### config.mk
export PLATFORM = sky130hd
export DESIGN_NAME = core_ctrl
export DESIGN_NICKNAME = d
export VERILOG_FILES = /design/src/rtl/core_pkg.sv /design/src/rtl/core_ctrl.sv
export SDC_FILE = /design/constraint.sdc
export NUM_CORES = 1
export LEC_CHECK = 0
export CELL_PAD_IN_SITES_DETAIL_PLACEMENT = 0
export CELL_PAD_IN_SITES_GLOBAL_PLACEMENT = 1
export CORE_ASPECT_RATIO = 0.6
export CORE_MARGIN = 10
export CORE_UTILIZATION = 30
export CTS_BUF_LIST = sky130_fd_sc_hd__clkbuf_2 sky130_fd_sc_hd__clkbuf_4 sky130_fd_sc_hd__clkbuf_8
export CTS_CLUSTER_DIAMETER = 80
export DETAILED_ROUTE_END_ITERATION = 8
export PLACE_DENSITY = 0.77
export SLEW_MARGIN = 20
export SYNTH_ARGS = -nofsm -noshare
export SYNTH_HDL_FRONTEND = slang
export SYNTH_SLANG_ARGS = --single-unit
### constraint.sdc
create_clock -name CLK -period 4.8 [get_ports CLK]
set_input_delay 0.48 -clock CLK [delete_from_list [all_inputs] [get_ports CLK]]
set_output_delay 0.48 -clock CLK [all_outputs]
set_load 0.03 [all_outputs]
### src/rtl/core_pkg.sv
// Shared definitions for core_ctrl: one-hot state encoding, trap cause codes
// and the decoder class flags latched by the controller.
package core_pkg;

  localparam int STATE_W = 7;

  localparam logic [STATE_W-1:0] ST_IDLE      = 7'b000_0001;
  localparam logic [STATE_W-1:0] ST_FETCH     = 7'b000_0010;
  localparam logic [STATE_W-1:0] ST_DECODE    = 7'b000_0100;
  localparam logic [STATE_W-1:0] ST_EXECUTE   = 7'b000_1000;
  localparam logic [STATE_W-1:0] ST_MEMORY    = 7'b001_0000;
  localparam logic [STATE_W-1:0] ST_WRITEBACK = 7'b010_0000;
  localparam logic [STATE_W-1:0] ST_TRAP      = 7'b100_0000;

  typedef enum logic [STATE_W-1:0] {
    S_IDLE      = ST_IDLE,
    S_FETCH     = ST_FETCH,
    S_DECODE    = ST_DECODE,
    S_EXECUTE   = ST_EXECUTE,
    S_MEMORY    = ST_MEMORY,
    S_WRITEBACK = ST_WRITEBACK,
    S_TRAP      = ST_TRAP
  } state_e;

  localparam logic [1:0] CAUSE_NONE     = 2'd0;
  localparam logic [1:0] CAUSE_ILLEGAL  = 2'd1;
  localparam logic [1:0] CAUSE_MISALIGN = 2'd2;

  typedef struct packed {
    logic load;
    logic store;
    logic branch;
    logic jal;
    logic jalr;
    logic nowb;
  } dec_flags_t;

  // Branches only write the register file when they also link (JAL/JALR).
  function automatic logic writes_reg(input dec_flags_t f);
    return !(f.store || (f.branch && !f.jal && !f.jalr) || f.nowb);
  endfunction

endpackage

### src/rtl/core_ctrl.sv
// Multi-cycle core controller: fetch/decode/execute/memory/writeback sequencing,
// PC update and retire count. Trap handling is compiled in with CORE_CTRL_TRAP_EN.
module core_ctrl
  import core_pkg::*;
#(
  parameter int              XLEN         = 32,
  parameter logic [XLEN-1:0] RESET_VECTOR = '0,
  parameter int              PC_STEP      = 4,
  parameter int              RET_W        = 32
) (
  input  logic              CLK,
  input  logic              RST,
  output logic              I_REQ,
  output logic [XLEN-1:0]   I_ADDR,
  input  logic              I_ACK,
  input  logic [31:0]       I_RDATA,
  output logic [31:0]       INST,
  input  logic              DEC_LOAD,
  input  logic              DEC_STORE,
  input  logic              DEC_BRANCH,
  input  logic              DEC_JAL,
  input  logic              DEC_JALR,
  input  logic              DEC_NOWB,
  input  logic              DEC_ILLEGAL,
  input  logic              BR_TAKEN,
  input  logic [XLEN-1:0]   BR_TARGET,
  input  logic [XLEN-1:0]   JALR_TARGET,
  output logic              D_REQ,
  output logic              D_WE,
  input  logic              D_ACK,
  output logic              REG_WE,
  output logic              WB_SEL_MEM,
  output logic [XLEN-1:0]   PC,
  output logic [6:0]        STATE,
  output logic              TRAP,
  output logic [1:0]        TRAP_CAUSE,
  output logic [RET_W-1:0]  RETIRED
);

  state_e           state_q;
  logic [XLEN-1:0]  pc_q;
  logic [31:0]      inst_q;
  logic [RET_W-1:0] retired_q;
  dec_flags_t       flags_q;
  logic             redirect_q;
  logic [XLEN-1:0]  target_q;
  logic             i_req_q;
  logic             d_req_q;
  logic             d_we_q;
  logic             reg_we_q;
  logic             wb_sel_mem_q;
`ifdef CORE_CTRL_TRAP_EN
  logic             trap_q;
  logic [1:0]       cause_q;
  logic             misalign_d;
`endif

  dec_flags_t       flags_d;
  logic             redirect_d;
  logic [XLEN-1:0]  target_d;
  logic [XLEN-1:0]  seq_pc_d;

  always_comb begin
    flags_d = '{load: DEC_LOAD, store: DEC_STORE, branch: DEC_BRANCH,
                jal: DEC_JAL, jalr: DEC_JALR, nowb: DEC_NOWB};
    // An illegal opcode that does not trap degrades to a non-writing NOP.
    if (DEC_ILLEGAL) begin
      flags_d      = '0;
      flags_d.nowb = 1'b1;
    end
    redirect_d = flags_q.jalr || flags_q.jal || (flags_q.branch && BR_TAKEN);
    target_d   = flags_q.jalr ? JALR_TARGET : BR_TARGET;
    seq_pc_d   = pc_q + XLEN'(PC_STEP);
`ifdef CORE_CTRL_TRAP_EN
    misalign_d = redirect_d && (PC_STEP == 4) && (target_d[1:0] != 2'b00);
`endif
  end

  // Redirect decision and target are captured in EXECUTE so the PC commit in
  // WRITEBACK does not depend on the ALU still holding its result.
  always_ff @(posedge CLK or posedge RST) begin
    if (RST) begin
      state_q      <= S_IDLE;
      pc_q         <= RESET_VECTOR;
      inst_q       <= '0;
      retired_q    <= '0;
      flags_q      <= '0;
      redirect_q   <= 1'b0;
      target_q     <= '0;
      i_req_q      <= 1'b0;
      d_req_q      <= 1'b0;
      d_we_q       <= 1'b0;
      reg_we_q     <= 1'b0;
      wb_sel_mem_q <= 1'b0;
`ifdef CORE_CTRL_TRAP_EN
      trap_q       <= 1'b0;
      cause_q      <= CAUSE_NONE;
`endif
    end else begin
      unique case (state_q)
        S_IDLE: begin
          state_q <= S_FETCH;
          i_req_q <= 1'b1;
        end
        S_FETCH: begin
          if (I_ACK) begin
            inst_q  <= I_RDATA;
            i_req_q <= 1'b0;
            state_q <= S_DECODE;
          end
        end
        S_DECODE: begin
          flags_q <= flags_d;
`ifdef CORE_CTRL_TRAP_EN
          if (DEC_ILLEGAL) begin
            state_q <= S_TRAP;
            trap_q  <= 1'b1;
            cause_q <= CAUSE_ILLEGAL;
          end else begin
            state_q <= S_EXECUTE;
          end
`else
          state_q <= S_EXECUTE;
`endif
        end
        S_EXECUTE: begin
          redirect_q <= redirect_d;
          target_q   <= target_d;
`ifdef CORE_CTRL_TRAP_EN
          if (misalign_d) begin
            state_q <= S_TRAP;
            trap_q  <= 1'b1;
            cause_q <= CAUSE_MISALIGN;
          end else
`endif
          if (flags_q.load || flags_q.store) begin
            state_q <= S_MEMORY;
            d_req_q <= 1'b1;
            d_we_q  <= flags_q.store;
          end else begin
            state_q      <= S_WRITEBACK;
            reg_we_q     <= writes_reg(flags_q);
            wb_sel_mem_q <= flags_q.load;
          end
        end
        S_MEMORY: begin
          if (D_ACK) begin
            d_req_q      <= 1'b0;
            d_we_q       <= 1'b0;
            state_q      <= S_WRITEBACK;
            reg_we_q     <= writes_reg(flags_q);
            wb_sel_mem_q <= flags_q.load;
          end
        end
        S_WRITEBACK: begin
          reg_we_q     <= 1'b0;
          wb_sel_mem_q <= 1'b0;
          pc_q         <= redirect_q ? target_q : seq_pc_d;
          retired_q    <= retired_q + RET_W'(1);
          state_q      <= S_FETCH;
          i_req_q      <= 1'b1;
        end
        S_TRAP: begin
          state_q <= S_TRAP;
        end
        default: begin
          state_q      <= S_IDLE;
          i_req_q      <= 1'b0;
          d_req_q      <= 1'b0;
          d_we_q       <= 1'b0;
          reg_we_q     <= 1'b0;
          wb_sel_mem_q <= 1'b0;
        end
      endcase
    end
  end

  assign I_REQ      = i_req_q;
  assign I_ADDR     = pc_q;
  assign INST       = inst_q;
  assign D_REQ      = d_req_q;
  assign D_WE       = d_we_q;
  assign REG_WE     = reg_we_q;
  assign WB_SEL_MEM = wb_sel_mem_q;
  assign PC         = pc_q;
  assign STATE      = state_q;
  assign RETIRED    = retired_q;
`ifdef CORE_CTRL_TRAP_EN
  assign TRAP       = trap_q;
  assign TRAP_CAUSE = cause_q;
`else
  assign TRAP       = 1'b0;
  assign TRAP_CAUSE = 2'd0;
`endif

endmodule

==> impl_summary.log <==
[metrics] routed wirelength normalized by instance count: 18.2 um
[metrics] weighted congestion reported at the end of routability-driven placement: 0.779
[metrics] Post-Route Setup TNS: 0 ps
[metrics] outcome: finished, final reports clean
[metrics] Worst IR Drop VDD: 0.000185 V
[metrics] global-route wire length before repair: 36,100 um
[metrics] Die Span X: 221 um
[metrics] classification of the worst setup path: reg2reg
[metrics] proportion of synthesized flip-flops having asynchronous set or reset: 100%
[metrics] Overall Global Routing Usage: 14.9%
[metrics] PD cells: 456 mW/mm2
[metrics] placed standard-cell area: 0.00977 mm2
[metrics] leakage power figure: 0.00422 uW
[metrics] Final Slew Violations: 0
[metrics] Max clock buf depth: 2
[metrics] number of antenna violations at the first check in global routing: 0
[metrics] share of synthesized area occupied by flip-flops and latches: 50.8%
[metrics] actual slew at the worst max-slew pin: 1000 ps
[metrics] number of cell instances on the worst register-to-register path: 5
[metrics] Clock Pin Slew Worst Setup and Hold Paths: 80 ps
[metrics] HP Class: reg2reg
[metrics] number of maximum-capacitance constraint violations: 0
[metrics] startpoint of the lowest-slack register-to-register path: STATE[5]$_DFFE_PP0P_
[metrics] least setup slack across all paths after layout: 2130 ps
[metrics] worst hold path cell count: 2
[metrics] TritonCTS clock tree: done
[metrics] Clock Latency Late Sink: 460 ps
[metrics] hold path startpoint: INST[30]$_DFFE_PP0P_
[metrics] largest net degree at the start of global routing: 81
[metrics] arrival time at the worst endpoint: 3010 ps
[metrics] synthesized cell area: 0.00725 mm2
[metrics] worst clock skew: 21.9 ps
[metrics] synthesized area per cell: 9.27 um2
[metrics] TritonCTS sink count: 147
[metrics] setup slack of the worst register-to-register path: 2130 ps
[metrics] H-Tree Depth: 4
[metrics] Finish-stage setup viols: 0
[metrics] post-layout net count: 1,092
[metrics] count of unique library cells instantiated by Yosys: 55
[metrics] type of destination of the critical path: flop
[metrics] Max Clk Rate: 374 MHz
[metrics] post-route design area: 0.0102 mm2
[metrics] Starting Density: 31.0%
[metrics] unrepaired setup endpoints after global routing: no
[metrics] floorplan die height: 140 um
[metrics] number of clock buffers inserted by TritonCTS: 17
[metrics] yosys synthesis warning count: 0
[metrics] Tmin final: 2670 ps
[metrics] required arrival time at the worst endpoint: 5140 ps
[metrics] CTS Hold Bufs: 0
[metrics] clock tree root buffer cell: sky130_fd_sc_hd__clkbuf_8
[metrics] number of hold violations in the final report: 0
[metrics] number of vias after detailed routing: 6,175
[metrics] fillcell total: 2,307
[metrics] post-synthesis register bit count: 147
[metrics] Placement Setup Slack: 2150 ps
[metrics] area growth from synthesis to layout: 40.2%
[metrics] worst slew margin relative to its limit: 33.1%
[metrics] placeable core region: 0.0234 mm2
[metrics] Cell Count, Final, Fillers Out: 1,307
[metrics] minimum hold slack: 480 ps
[metrics] DRC violation total after the first TritonRoute iteration: 402
[metrics] prevailing post-synth register cell: sky130_fd_sc_hd__dfrtp_1
[metrics] count of flip-flops with a built-in enable after synthesis: 0
[metrics] post_cts resized: 0
[metrics] antenna viol nets, final: 0
[metrics] via count normalized by instance count: 4.72
[metrics] total placed cells including tap cells: 1,278
[metrics] total setup buffers inserted after CTS: 0
[metrics] share of post-route cells with drive strength above 1: 5.14%
[metrics] crit share post-route: 55.7%
[metrics] area enclosed by the die boundary: 0.0310 mm2
[metrics] Crit Reg-Reg Endpoint: RETIRED[24]$_DFFE_PP0P_
[metrics] row count: 43
[metrics] ports placed on the boundary: 251
[metrics] vias in the first global route: 6,028
[metrics] Hold Path End: INST[30]$_DFFE_PP0P_
[metrics] IO Port Bufs: 247
[metrics] overall overflow remaining after global route: 0
[metrics] number of iterations in the first detailed-routing pass: 7
[metrics] count of inserted antenna diode cells: 0
[metrics] critical path launch point type: flop
[metrics] WL final: 23,800 um
[metrics] DP Wirelength: 17,800 um
[metrics] post-synthesis instance total: 782
[metrics] number of DRC violations after detailed routing: 0
[metrics] critical path peak fanout: 11
[cell families after synthesis]
logic type	Yosys count	synth area share [%]
DFF	147	50.8
muxes	40	5.56
and+or+nand+nor	319	20.7
adders and majority gates	2	0.345
xor gates and xnor gates	34	4.11
AOI/OAI and AO/OA	146	11.7
other	1	0.0517
buffers and inverters	93	6.77
[stage by stage]
stage          total power, uW  utilization, %
3_5_place_dp              3690            41.7
4_1_cts                   4710            43.4
2_1_floorplan             2940               -
3_3_place_gp              3680            41.7
6_report                  4640            43.4
5_1_grt                   4930            43.4
[final cells by class]
type | count | area [um2] | area share (%)
Sequential cell | 147 | 3680 | 36.2
Multi-Input combinational cell | 544 | 3090 | 30.4
Timing Repair Buffer | 256 | 2540 | 25.0
Tap cell | 315 | 394 | 3.88
Clock buffer | 19 | 255 | 2.51
Clock inverter | 10 | 136 | 1.34
Inverter | 16 | 65.1 | 0.640
[flip-flops by register name (all words and copies together) (netlist names)]
register / cells
RETIRED: 32
flags_q: 6
REG_WE: 1
redirect_q: 1
INST: 32
WB_SEL_MEM: 1
I_REQ: 1
D_REQ: 1
STATE: 7
D_WE: 1
I_ADDR: 32
target_q: 32
[metal layers]
| layer | track usage [%] | wire (um) |
|---|---|---|
| met5 | 0 | 0 |
| met4 | 2.89 | 87 |
| met3 | 5.38 | 1810 |
| met2 | 21.0 | 10300 |
| met1 | 21.3 | 11600 |
[where the power goes]
part / leakage (uW) / internal (uW) / switching (uW)
combinational: 0.00224 / 769 / 1010
sequential: 0.00179 / 1540 / 313
clock: 0.000193 / 522 / 473
total: 0.00422 / 2830 / 1800
[synthesized netlist by cell type (all sizes together) (2+ instances only)]
master   number  area share, %
o31ai         3           0.31
mux2          2           0.31
nor2b         6           0.52
dfrtp       146             50
a211oi        7           0.73
a32oi         2           0.24
and4          2           0.24
ha            2           0.35
nor3         16            1.1
inv          16           0.83
nor4b         2           0.24
o21a          2           0.21
o2bb2ai       2           0.24
nor4          5           0.64
o22a          2           0.24
a21oi        67            4.7
a2bb2oi       2           0.24
nand4        18            1.6
or4           2           0.26
nor2         66            3.4
a311oi        4           0.48
mux2i        38            5.2
nand3b        5           0.52
a31oi         6           0.52
a221o         2           0.28
nor3b         3           0.38
clkbuf       27            1.4
or3          10           0.86
o22ai         3           0.26
and3         18            1.6
xnor2        30            3.6
o21ai        40            2.8
nand2       139            7.2
buf          50            4.5
xor2          4           0.48
nand3        21            1.5
[worst max path at each step]
stage	start	to	slack, ps	cells after the start
6_report	STATE[5]$_DFFE_PP0P_	RETIRED[24]$_DFFE_PP0P_	2130	5
4_1_cts	STATE[5]$_DFFE_PP0P_	RETIRED[24]$_DFFE_PP0P_	2080	5
5_1_grt	STATE[5]$_DFFE_PP0P_	RETIRED[24]$_DFFE_PP0P_	1830	5
2_1_floorplan	RST	D_REQ$_DFFE_PP0P_	370	1
3_3_place_gp	STATE[1]$_DFFE_PP0P_	RETIRED[28]$_DFFE_PP0P_	2220	5
3_5_place_dp	STATE[5]$_DFFE_PP0P_	RETIRED[30]$_DFFE_PP0P_	2150	5
[worst max-delay path, stage by stage (launching register included)]
cell and delay, ps:
sky130_fd_sc_hd__dfrtp_1 540, sky130_fd_sc_hd__nor3b_1 510, sky130_fd_sc_hd__nand4_1 400, sky130_fd_sc_hd__nor2_1 680
sky130_fd_sc_hd__nand4_1 230, sky130_fd_sc_hd__xnor2_1 190
[cells in the final DEF, fill, tap and decap left out, types with 3 or more instances in the layout]
| master | n |
|---|---|
| sky130_fd_sc_hd__nand4_1 | 18 |
| sky130_fd_sc_hd__a211oi_1 | 7 |
| sky130_fd_sc_hd__clkbuf_8 | 18 |
| sky130_fd_sc_hd__and3_1 | 17 |
| sky130_fd_sc_hd__o21ai_0 | 40 |
| sky130_fd_sc_hd__clkdlybuf4s50_1 | 247 |
| sky130_fd_sc_hd__clkinvlp_4 | 3 |
| sky130_fd_sc_hd__nor3_1 | 16 |
| sky130_fd_sc_hd__xor2_1 | 4 |
| sky130_fd_sc_hd__or3_1 | 10 |
| sky130_fd_sc_hd__dfrtp_1 | 145 |
| sky130_fd_sc_hd__conb_1 | 3 |
| sky130_fd_sc_hd__nand3b_1 | 5 |
| sky130_fd_sc_hd__nor4_1 | 4 |
| sky130_fd_sc_hd__nor2b_1 | 6 |
| sky130_fd_sc_hd__a31oi_1 | 6 |
| sky130_fd_sc_hd__a311oi_1 | 4 |
| sky130_fd_sc_hd__buf_4 | 9 |
| sky130_fd_sc_hd__nor2_1 | 66 |
| sky130_fd_sc_hd__clkinv_2 | 3 |
| sky130_fd_sc_hd__o31ai_1 | 3 |
| sky130_fd_sc_hd__nand3_1 | 20 |
| sky130_fd_sc_hd__bufinv_16 | 3 |
| sky130_fd_sc_hd__a21oi_1 | 66 |
| sky130_fd_sc_hd__nand2_1 | 139 |
| sky130_fd_sc_hd__mux2i_1 | 38 |
| sky130_fd_sc_hd__xnor2_1 | 30 |
| sky130_fd_sc_hd__inv_1 | 15 |
| sky130_fd_sc_hd__o22ai_1 | 3 |
Power figures use the tool's default switching activity.
